===== src/rtl/regintf_arbiter.sv =====
// rtl/regintf_arbiter.sv - two-port register-interface arbiter with read wait and layer-execution wait
// Optional: define REGARB_ROUND_ROBIN_EN for round-robin tie-break (default fixed priority, port 0 wins).
module regintf_arbiter (
  input  logic        clk,
  input  logic        rst,
  input  logic [1:0]  req,
  input  logic [1:0]  we,
  input  logic [13:0] addr0,
  input  logic [13:0] addr1,
  input  logic [15:0] wdata0,
  input  logic [15:0] wdata1,
  output logic [1:0]  gnt,
  output logic [1:0]  rvalid,
  output logic [15:0] rdata,
  output logic        wr_en,
  output logic        rd_en,
  output logic [13:0] addr_out,
  output logic [15:0] write_data,
  input  logic [15:0] read_data,
  input  logic        done_executing,
  output logic        exec_busy,
  output logic        next_layer
);

  typedef enum logic [1:0] {IDLE, ISSUE, READ_WAIT, EXEC_WAIT} state_t;

  state_t      state;
  logic        winner;
  logic        win_we;
  logic [13:0] win_addr;
  logic [15:0] win_wdata;

`ifdef REGARB_ROUND_ROBIN_EN
  logic        last_grant;
`endif

  // Writes into the 7'h01 region, and the layer-start register itself, hold off
  // further traffic until the controller reports the layer is done.
  function automatic logic is_exec_addr(input logic [13:0] a);
    return (a[13:7] == 7'h01) || (a == 14'h0001);
  endfunction

  // Choose the port to serve among the currently requesting ones
  always_comb begin
    winner = ~req[0];
`ifdef REGARB_ROUND_ROBIN_EN
    if (req == 2'b11) begin
      winner = ~last_grant;
    end
`endif
    win_we    = winner ? we[1]  : we[0];
    win_addr  = winner ? addr1  : addr0;
    win_wdata = winner ? wdata1 : wdata0;
  end

  // Read data is a pass-through of the register file during the read-wait cycle only
  assign rdata = (state == READ_WAIT) ? read_data : 16'h0000;

  // Arbitration FSM; the issued op is remembered in addr_out/wr_en/gnt themselves
  always_ff @(posedge clk) begin
    if (rst) begin
      state      <= IDLE;
      gnt        <= 2'b00;
      rvalid     <= 2'b00;
      wr_en      <= 1'b0;
      rd_en      <= 1'b0;
      addr_out   <= 14'h0000;
      write_data <= 16'h0000;
      exec_busy  <= 1'b0;
      next_layer <= 1'b0;
`ifdef REGARB_ROUND_ROBIN_EN
      last_grant <= 1'b1;
`endif
    end else begin
      case (state)
        IDLE: begin
          rvalid    <= 2'b00;
          exec_busy <= 1'b0;
          if (req != 2'b00) begin
            state      <= ISSUE;
            gnt        <= winner ? 2'b10 : 2'b01;
            wr_en      <= win_we;
            rd_en      <= ~win_we;
            addr_out   <= win_addr;
            write_data <= win_wdata;
            next_layer <= win_we && (win_addr == 14'h0001);
`ifdef REGARB_ROUND_ROBIN_EN
            last_grant <= winner;
`endif
          end
        end
        ISSUE: begin
          gnt        <= 2'b00;
          wr_en      <= 1'b0;
          rd_en      <= 1'b0;
          next_layer <= 1'b0;
          if (rd_en) begin
            state  <= READ_WAIT;
            rvalid <= gnt;
          end else if (is_exec_addr(addr_out)) begin
            state     <= EXEC_WAIT;
            exec_busy <= 1'b1;
          end else begin
            state <= IDLE;
          end
        end
        READ_WAIT: begin
          rvalid <= 2'b00;
          state  <= IDLE;
        end
        EXEC_WAIT: begin
          if (done_executing) begin
            exec_busy <= 1'b0;
            state     <= IDLE;
          end
        end
        default: begin
          state <= IDLE;
        end
      endcase
    end
  end

endmodule


===== config.mk =====
export PLATFORM = sky130hd
export DESIGN_NAME = regintf_arbiter
export DESIGN_NICKNAME = d
export VERILOG_FILES = /design/src/rtl/regintf_arbiter.sv
export SDC_FILE = /design/constraint.sdc
export NUM_CORES = 1
export LEC_CHECK = 0
export ABC_AREA = 1
export BUFFER_PORTS_ARGS = -buffer_cell sky130_fd_sc_hd__buf_4
export CAP_MARGIN = 20
export CORE_ASPECT_RATIO = 1.4
export CORE_UTILIZATION = 43
export CTS_BUF_LIST = sky130_fd_sc_hd__clkbuf_8
export DETAILED_ROUTE_END_ITERATION = 6
export PLACE_DENSITY = 0.78
export SKIP_CTS_REPAIR_TIMING = 1
export SLEW_MARGIN = 20
export SYNTH_ARGS = -nofsm -noshare
export SYNTH_HDL_FRONTEND = slang
export SYNTH_SLANG_ARGS = --single-unit

===== constraint.sdc =====
create_clock -name clk -period 2.1 [get_ports clk]
set_input_delay 0.105 -clock clk [delete_from_list [all_inputs] [get_ports clk]]
set_output_delay 0.105 -clock clk [all_outputs]
set_load 0.02 [all_outputs]

==> run metrics, run 1 <==
status=completed; setup_tns=0 ns; Core Box Area=4540 um2; fin cells=510; critical path cell sequence=inv_1 -> nor2_1 -> inv_1 -> nor2_1 -> buf_4; worst reg-to-reg setup slack=0.64 ns; HP Class=in2reg; met3 WL post-DR=about 390 um; antenna violations before repair=0; leakage=0.00167 uW; worst-margin pin slew=roughly 0.57 ns; Clock transition at path regs=0.07 ns; final hold slack=0.0454 ns; WL final=roughly 5800 um; RSZ-0062 raised after global routing=no; Vert. Die Dim=roughly 83 um; first-pass GRT wire length=~9000 um; DRC=0; Worst-Skew Late Latency=0.29 ns; clock tree buffer depth=2; Peak VDD IR=approximately 0.00048 V; DRT met1 WL=between 2000 and 2500 um; All-Layer GR Usage=0.239; WL/cell=about 11 um; mux contribution to synthesized area=0; Final Critical Period=1.55 ns; Final Util=0.687; # clock sinks=40; skew final=roughly 0.0048 ns; CP max FO=16; compound-gate portion of the synthesized area=0.172; Syn Inst Count=320; Maximum Capacitance Violations=0; Pre-antenna DRT Iters=5; gr ovfl total=0; WP data required=2.00 ns; vias in the first global route=about 2300; largest net degree at the start of global routing=42; max incr delay on CP=around 0.43 ns; antenna fix cells=0; post-detail-place hpwl=approximately 4500 um; Worst Setup Slack, final=around 0.55 ns; H-tree depth=2; Die Footprint=between 4000 and 5000 um2; Avg Cell Area, Syn=~6.3 um2; relative max-transition margin=0.620; CTS tree=done; footprint of the multi-input gates=966 um2; critical path class=reg2out; register area share after synthesis=0.395; Fill cells=~430; Cells after DPL=around 500; site row count=29; root buf cell=clkbuf_8; total CTS buffers=5; simple-gate share of the synthesized area=0.304; final net count=around 530; GP Congestion=around 0.86; Die X=roughly 60 um; I/O Pins=between 100 and 150; Layout area overhead=53.7%; Pins Over Slew Limit=0; metal2 WL=approximately 3000 um; CP Capture Type=output port; Initial Util=0.447; ANT nets after route=0; syn nets=between 400 and 500; crit share post-route=0.737; CP arrival=between 1 and 1.5 ns; Final Hold Viols=0; FF/Latch Area=between 800 and 900 um2; CP max-delay cell=dfxtp_1; Seq cells post-synth=40; # port buffers=136; Max Freq=about 650 MHz; vias per cell=4.81; Iter 0 DRT Violations=just under 60; Cell variety after synth=22; final setup fails=0; vias=around 2500; top layer in use=met4; largest family of logic cells by synthesized area=simple AND/OR/NAND/NOR gates; Synth Area in Adders=0; startpoint types=register; share of layout cells above drive strength 1=0.339; synthesized area=2030 um2; Power Dens Cells=~640 nW/um2; Yosys warnings=0; dpl ws=0.646 ns; Post-Synth XOR/XNOR Area=0
critical path, delay by kind of cell, from the launching register on:
family	cells	cell delay, ns
buffers and inverters	3	0.45
DFF	1	0.43
and+or+nand+nor	2	0.29
worst paths after layout:
path	start	endpoint	depth (start not counted)
setup reg to reg	state[1]$_SDFFE_PP0P_	write_data[7]$_SDFFE_PP0P_	5
hold reg to reg	wr_en$_SDFFE_PP0P_	wr_en$_SDFFE_PP0P_	2
setup / recovery	state[1]$_SDFFE_PP0P_	rdata[3]	5
hold / removal	rst	next_layer$_SDFFE_PP0P_	2
per-stage QoR:
| step | cell area (um2) | power, uW |
|---|---|---|
| final | 3120 | 1980 |
| after global routing | 3120 | 2100 |
| after CTS | 3120 | 2000 |
| after detailed placement | 3040 | 1530 |
| after global placement | 3040 | 1520 |
| after floorplan | 2030 | 1250 |
registers in the layout (all words and copies together), names as in the netlist:
register and flops:
addr_out 14, exec_busy 1, gnt 2, next_layer 1, rd_en 1, rvalid 2
state 2, wr_en 1, write_data 16
synthesized netlist by cell type, drive strengths merged:
cell type / instances / area share
a211oi: 1 / 0.0037
nor3: 1 / 0.0025
o21a: 1 / 0.0037
nand4: 1 / 0.0031
nand3: 8 / 0.020
clkbuf: 4 / 0.0074
dfxtp: 40 / 0.39
buf: 14 / 0.046
nor2: 51 / 0.098
a21oi: 17 / 0.044
o21ai: 29 / 0.072
nand2: 97 / 0.18
inv: 40 / 0.075
a31oi: 16 / 0.049
report_power, final:
group	internal [uW]	switching, uW
logic	283	345
registers	838	48.6
clock network	221	251
cells in the final DEF (no fill, tap or decap), types with 2 or more instances in the layout:
cell and count:
inv_1 37, clkbuf_8 5, nand2_1 96, o21ai_0 27, a31oi_1 16, nor2_1 50
inv_2 3, dfxtp_1 40, buf_4 139, nand3_1 8, a21oi_1 16, o21ai_1 2
logic make-up after synthesis:
group	count (synthesis)
AOI/OAI and AO/OA	64
buffers and inverters	58
DFF	40
and+or+nand+nor	158
metal layers:
| layer | vias up | track usage |
|---|---|---|
| met2 | 105 | 0.427 |
| li1 | 1251 | - |
| met3 | 13 | 0.0576 |
| met1 | 1086 | 0.249 |
| met5 | - | 0 |
| met4 | 0 | 0.110 |
final cells by class:
cell class	count	share of cell area
sequential	40	0.257
clock buffer	5	0.0221
clock inverter	2	0.00281
timing repair buffer	139	0.335
multi-input combinational	222	0.310
tap	62	0.0249
inverter	40	0.0490
No activity file was read; power rests on OpenSTA's default activity.
==> run 2: changes to the inputs <==
--- a/config.mk
+++ b/config.mk
@@ -5,14 +5,14 @@
 export SDC_FILE = /design/constraint.sdc
 export NUM_CORES = 1
 export LEC_CHECK = 0
-export ABC_AREA = 1
+export ABC_AREA = 0
 export BUFFER_PORTS_ARGS = -buffer_cell sky130_fd_sc_hd__buf_4
 export CAP_MARGIN = 20
 export CORE_ASPECT_RATIO = 1.4
-export CORE_UTILIZATION = 43
+export CORE_UTILIZATION = 38
 export CTS_BUF_LIST = sky130_fd_sc_hd__clkbuf_8
 export DETAILED_ROUTE_END_ITERATION = 6
-export PLACE_DENSITY = 0.78
+export PLACE_DENSITY = 0.74
 export SKIP_CTS_REPAIR_TIMING = 1
 export SLEW_MARGIN = 20
 export SYNTH_ARGS = -nofsm -noshare
==> constraint.sdc (replaced) <==
create_clock -name clk -period 1.4 [get_ports clk]
set_input_delay 0.07 -clock clk [delete_from_list [all_inputs] [get_ports clk]]
set_output_delay 0.07 -clock clk [all_outputs]
set_load 0.02 [all_outputs]
==> run 2 against run 1 <==
Against the previous run: largest power group unchanged; non-clock buffer count grew 15; first-iteration DRC count fell by 19%; die area increased by 10%; critical path depth down 1; combinational power rose by 63%; the flow now finishes with violations (setup timing); clock power is 68% higher; largest cell class unchanged; sequential power increased by 52%; cell count shrank 15%; clock skew down 0.0027 ns; wire length up 2.6%; synthesized cell count shrank 31%; global-route usage decreased by 3.1 points.
==> run metrics, run 2 <==
status=complete, but fails checks (was completed); failing checks=setup timing; # clock sinks=40 (unchanged); Initial Util=0.403 (was 0.447); Final Critical Period=between 1 and 1.5 ns; Syn Inst Count=221 (was 320); Die X=63.0 um (was 60.0 um); Cell variety after synth=27 (was 22); total CTS buffers=5 (unchanged); CP arrival=1.63 ns (was 1.44 ns); worst reg-to-reg setup slack=-0.01 ns (was 0.64 ns); antenna violations before repair=0 (unchanged); Yosys warnings=0 (unchanged); commonest non-fill, non-tap cell in the layout=buf_4 (unchanged); first-pass GRT wire length=8870 um (was 9210 um); gr ovfl total=0 (unchanged); setup_tns=-0.0128 ns (was 0 ns); H-tree depth=2 (unchanged); leakage=0.00160 uW (was 0.00167 uW); fin cells=431 (was 510); Iter 0 DRT Violations=48 (was 59); DRC=0 (unchanged); All-Layer GR Usage=0.208 (was 0.239); vias in the first global route=1920 (was 2282); Core Box Area=4920 um2 (was 4540 um2); HP Class=in2reg (unchanged); synthesized area=1980 um2 (was 2030 um2); final instance area=3320 um2 (was 3120 um2); Worst Setup Slack, final=-0.0128 ns (was 0.552 ns); most frequent cells in the layout=buf_4, nor2_1, mux2i_1, dfxtp_1, a211oi_1 (was buf_4, nand2_1, nor2_1); GP Congestion=0.845 (was 0.860); final setup fails=1 (was 0); relative max-transition margin=0.698 (was 0.620); register area share after synthesis=0.404 (was 0.395); dominant cells by area after synthesis=dfxtp_1, mux2i_1, a211oi_1 (was dfxtp_1, nand2_1, nor2_1); cell taking the most area after synthesis=dfxtp_1 (unchanged); RSZ-0062 raised after global routing=yes (was no); post-detail-place hpwl=4630 um (was 4470 um); critical path class=reg2reg (was reg2out); Avg Cell Area, Syn=8.96 um2 (was 6.34 um2); Area after DPL=3160 um2 (was 3040 um2); Worst-Skew Late Latency=0.29 ns (about the same); register bank with the most flops=write_data (unchanged); Power Dens Cells=951 nW/um2 (was 637 nW/um2); Vert. Die Dim=87.4 um (was 83.3 um); Fill cells=413 (was 434); ys async rst share=0 (unchanged); CP max FO=2 (was 16); site row count=30 (was 29); worst-margin pin slew=0.449 ns (was 0.569 ns); Clock transition at path regs=0.08 ns (was 0.07 ns); Peak VDD IR=0.000631 V (was 0.000478 V); WL/cell=13.7 um (was 11.3 um); I/O Pins=137 (unchanged); crit share post-route=1.01; WP data required=1.62 ns (was 2.00 ns); root buf cell=clkbuf_8 (unchanged); CP Capture Type=register (was output port); Final Hold Viols=0 (unchanged); Largest register FFs=16 (unchanged); WL final=5910 um (was 5760 um); share of layout cells above drive strength 1=0.482 (was 0.339); vias=2196 (was 2455); most numerous cell in the Yosys netlist=nor2_1 (was nand2_1); antenna fix cells=0 (unchanged); skew final=0.00207 ns (was 0.00476 ns); Top FF cell, synth=dfxtp_1 (unchanged); # port buffers=136 (unchanged); Largest regs=write_data: 16 flops, addr_out: 14 flops (unchanged); ANT nets after route=0 (unchanged); Pins Over Slew Limit=0 (unchanged); Post-synth top cells=nor2_1, dfxtp_1, mux2i_1 (was nand2_1, nor2_1, dfxtp_1); Max Freq=between 700 and 800 MHz; vias per cell=5.10 (was 4.81); clock tree buffer depth=2 (unchanged); final hold slack=0.0702 ns (was 0.0454 ns); post-synth top area share=0.404 (was 0.395); startpoint types=register (unchanged); Pre-antenna DRT Iters=4 (was 5); largest net degree at the start of global routing=40 (was 42); Die Footprint=5510 um2 (was 5000 um2); Seq cells post-synth=40 (unchanged); Maximum Capacitance Violations=0 (unchanged); final net count=449 (was 531); Cells after DPL=421 (was 503); syn nets=304 (was 403); CTS tree=done (unchanged); Layout area overhead=67.8% (was 53.7%); number of flops mapped to enable cells by yosys=0 (unchanged)
-- run 2: cell types whose count changed after synthesis, sizes merged, moves of 10 or more --
cell,delta
and2,+17
nand2,-92
o21ai,-28
inv,-40
a21oi,-14
a211oi,+29
nor2,-10
mux2i,+33
a31oi,-13
-- run 2: metrics by stage --
step / util / setup slack [ns] / total power, uW
finish: 0.676 / -0.0128 / 3160
global route: 0.676 / -0.0856 / 3340
CTS: 0.661 / -0.377 / 3160
detailed placement: 0.642 / -0.0449 / 2360
global placement: 0.642 / 0.00588 / 2350
floorplan: - / -0.0193 / 1850
-- run 2: cell type report --
| class | count | area (um2) | share of cell area |
|---|---|---|---|
| clock buffer | 6 | 82.6 | 0.0248 |
| clock inverter | 2 | 10.0 | 0.00301 |
| multi-input combinational | 165 | 1160 | 0.350 |
| sequential | 40 | 812 | 0.244 |
| tap | 64 | 80.1 | 0.0241 |
| timing repair buffer | 154 | 1180 | 0.354 |
-- run 2: cell families (layout without fill, tap and decap cells) --
family,count (synthesis),after routing,share of synthesized area
muxes,34,34,0.172
AOI/OAI and AO/OA,45,45,0.163
and+or+nand+nor,85,86,0.222
DFF,40,40,0.404
buffers and inverters,17,162,0.0379
-- run 2: critical path: stages (launching register included) --
cell and delay [ns]:
dfxtp_2 0.34, nor4_4 0.25, a31oi_1 0.12, or4_1 0.47, a31oi_1 0.17
-- run 2: worst paths after layout --
path	end	startpoint	depth (start not counted)
setup reg to reg	state[0]$_SDFFE_PP0P_	addr_out[4]$_SDFFE_PP0P_	4
setup / recovery	state[0]$_SDFFE_PP0P_	addr_out[4]$_SDFFE_PP0P_	4
hold / removal	addr_out[0]$_SDFFE_PP0P_	addr0[0]	3
hold reg to reg	rvalid[1]$_SDFFE_PP0P_	rvalid[1]$_SDFFE_PP0P_	2
-- run 2: layer usage --
layer | track usage | routed length (um) | vias up
met1 | 0.203 | 2070 | 981
met4 | 0.0761 | 111 | 0
met3 | 0.0798 | 517 | 11
met2 | 0.391 | 3210 | 104
li1 | - | - | 1100
met5 | 0 | 0 | -
-- run 2: power breakdown --
group	switching, uW	leakage (uW)	internal (uW)
Combinational	485	0.00121	535
Clock	396	0.0000510	393
Sequential	93.4	0.000334	1260
==> run 3: changes to the inputs <==
--- a/config.mk
+++ b/config.mk
@@ -13,6 +13,7 @@
 export CTS_BUF_LIST = sky130_fd_sc_hd__clkbuf_8
 export DETAILED_ROUTE_END_ITERATION = 6
 export PLACE_DENSITY = 0.74
+export RECOVER_POWER = 50
 export SKIP_CTS_REPAIR_TIMING = 1
 export SLEW_MARGIN = 20
 export SYNTH_ARGS = -nofsm -noshare
==> run 3 against run 2 <==
Against the previous run: final area decreased by 3.8%; first-iteration DRC count increased by 25%; wire length increased by 0.42%; non-clock buffer count unchanged; cell count unchanged; sequential cell count unchanged; register-to-register slack about the same; critical path depth unchanged; the run still ends with setup timing left; power decreased by 2.3%; largest power group unchanged; largest cell class is now multi-input combinational cells; sequential share of layout area increased by 0.74 points.
==> run metrics, run 3 (synthesized netlist as in run 2, its figures left out) <==
largest net degree at the start of global routing=40 (unchanged); Power Dens Cells=966 nW/um2 (was 951 nW/um2); DRC=0 (unchanged); Largest regs=write_data: 16 flops, addr_out: 14 flops (unchanged); Final Hold Viols=0 (unchanged); register bank with the most flops=write_data (unchanged); WP data required=1.62 ns (about the same); startpoint types=register (unchanged); Area after DPL=3160 um2 (unchanged); relative max-transition margin=0.690 (was 0.698); failing checks=setup timing (unchanged); Pins Over Slew Limit=0 (unchanged); CP arrival=1.63 ns (about the same); CP max-delay cell=or4_1 (unchanged); max incr delay on CP=0.46 ns (was 0.47 ns); Vert. Die Dim=87.4 um (unchanged); CP Capture Type=register (unchanged); WL final=5930 um (was 5910 um); clock tree buffer depth=2 (unchanged); vias per cell=5.10 (about the same); GP Congestion=0.845 (unchanged); CTS tree=done (unchanged); share of layout cells above drive strength 1=0.384 (was 0.482); Largest register FFs=16 (unchanged); All-Layer GR Usage=0.208 (unchanged); worst-margin pin slew=0.460 ns (was 0.449 ns); fin cells=431 (unchanged); Core Box Area=4920 um2 (unchanged); Die Footprint=5510 um2 (unchanged); post-detail-place hpwl=4630 um (unchanged); # port buffers=136 (unchanged); setup_tns=-0.0109 ns (was -0.0128 ns); root buf cell=clkbuf_8 (unchanged); vias=2198 (was 2196); crit-path leading delay family=simple AND/OR/NAND/NOR gates (unchanged); H-tree depth=2 (unchanged); Initial Util=0.403 (unchanged); vias in the first global route=1920 (unchanged); gr ovfl total=0 (unchanged); site row count=30 (unchanged); Cells after DPL=421 (unchanged); CP max FO=2 (unchanged); first-pass GRT wire length=8870 um (unchanged); ANT nets after route=0 (unchanged); most frequent cells in the layout=buf_4, nor2_1, dfxtp_1 (was buf_4, nor2_1, mux2i_1, dfxtp_1, a211oi_1); critical path cell sequence=nor4_4 -> a31oi_1 -> or4_1 -> a31oi_1 (unchanged); total CTS buffers=5 (unchanged); Crit path buffers/inverters=0 (unchanged); HP Class=in2reg (unchanged); leakage=0.00147 uW (was 0.00160 uW); # clock sinks=40 (unchanged); final setup fails=1 (unchanged); Worst Setup Slack, final=-0.0109 ns (was -0.0128 ns); status=complete, but fails checks (unchanged); RSZ-0062 raised after global routing=yes (unchanged); Final Critical Period=1.41 ns (about the same); Maximum Capacitance Violations=0 (unchanged); final instance area=3200 um2 (was 3320 um2); Iter 0 DRT Violations=60 (was 48); dpl ws=-0.0449 ns (unchanged); Clock transition at path regs=0.08 ns (about the same); antenna fix cells=0 (unchanged); most frequent CP cell=a31oi_1 (unchanged); critical path class=reg2reg (unchanged); Die X=63.0 um (unchanged); commonest non-fill, non-tap cell in the layout=buf_4 (unchanged); final net count=449 (unchanged); Layout area overhead=61.4% (was 67.8%); crit share post-route=1.01 (about the same); WL/cell=13.8 um (was 13.7 um); Pre-antenna DRT Iters=4 (unchanged); Max Freq=709 MHz (was 708 MHz); Worst-Skew Late Latency=0.29 ns (about the same); skew final=0.00192 ns (was 0.00207 ns); Peak VDD IR=0.000625 V (was 0.000631 V); antenna violations before repair=0 (unchanged); final hold slack=0.0670 ns (was 0.0702 ns); I/O Pins=137 (unchanged)
-- run 3: cell types whose count changed in the layout (fill, tap and decap cells not counted), sizes merged --
cell / change
clkbuf: +33
buf: -33
-- run 3: metal layers --
layer  wire length, um  part of all wire  track usage
met5                 0                 0            0
met4               105             0.018       0.0761
met3               515             0.087       0.0798
met2              3220              0.54        0.391
met1              2090              0.35        0.203
-- run 3: report_power, final --
part	leakage (uW)	switching, uW	internal (uW)
clock network	0.0000510	401	393
logic	0.00108	486	462
registers	0.000332	91.4	1250
-- run 3: area by class of cell --
cell class | count | area [um2]
multi-input cells | 165 | 1160
flip-flops and latches | 40 | 805
fillers | 462 | 1720
clock buffers | 6 | 82.6
clock inverters | 2 | 10.0
repair buffers | 154 | 1060
well taps | 64 | 80.1
-- run 3: worst paths after layout --
kind	start	end	slack (ns)	depth (start not counted)
worst max-delay path	addr_out[4]$_SDFFE_PP0P_	state[0]$_SDFFE_PP0P_	-0.01	4
worst min register to register	rvalid[1]$_SDFFE_PP0P_	rvalid[1]$_SDFFE_PP0P_	0.50	2
worst max register to register	addr_out[4]$_SDFFE_PP0P_	state[0]$_SDFFE_PP0P_	-0.01	4
worst min-delay path	addr0[0]	addr_out[0]$_SDFFE_PP0P_	0.07	3
-- run 3: tightest hold or removal path, cell delays in order --
cell      delay [ns]
buf_4           0.10
nand2_1         0.07
a311oi_1        0.07
-- run 3: through the flow --
stage,total power [uW],util
3_5_place_dp,2360,0.642
4_1_cts,3160,0.661
3_3_place_gp,2350,0.642
2_1_floorplan,1850,-
6_report,3090,0.650
5_1_grt,3260,0.650
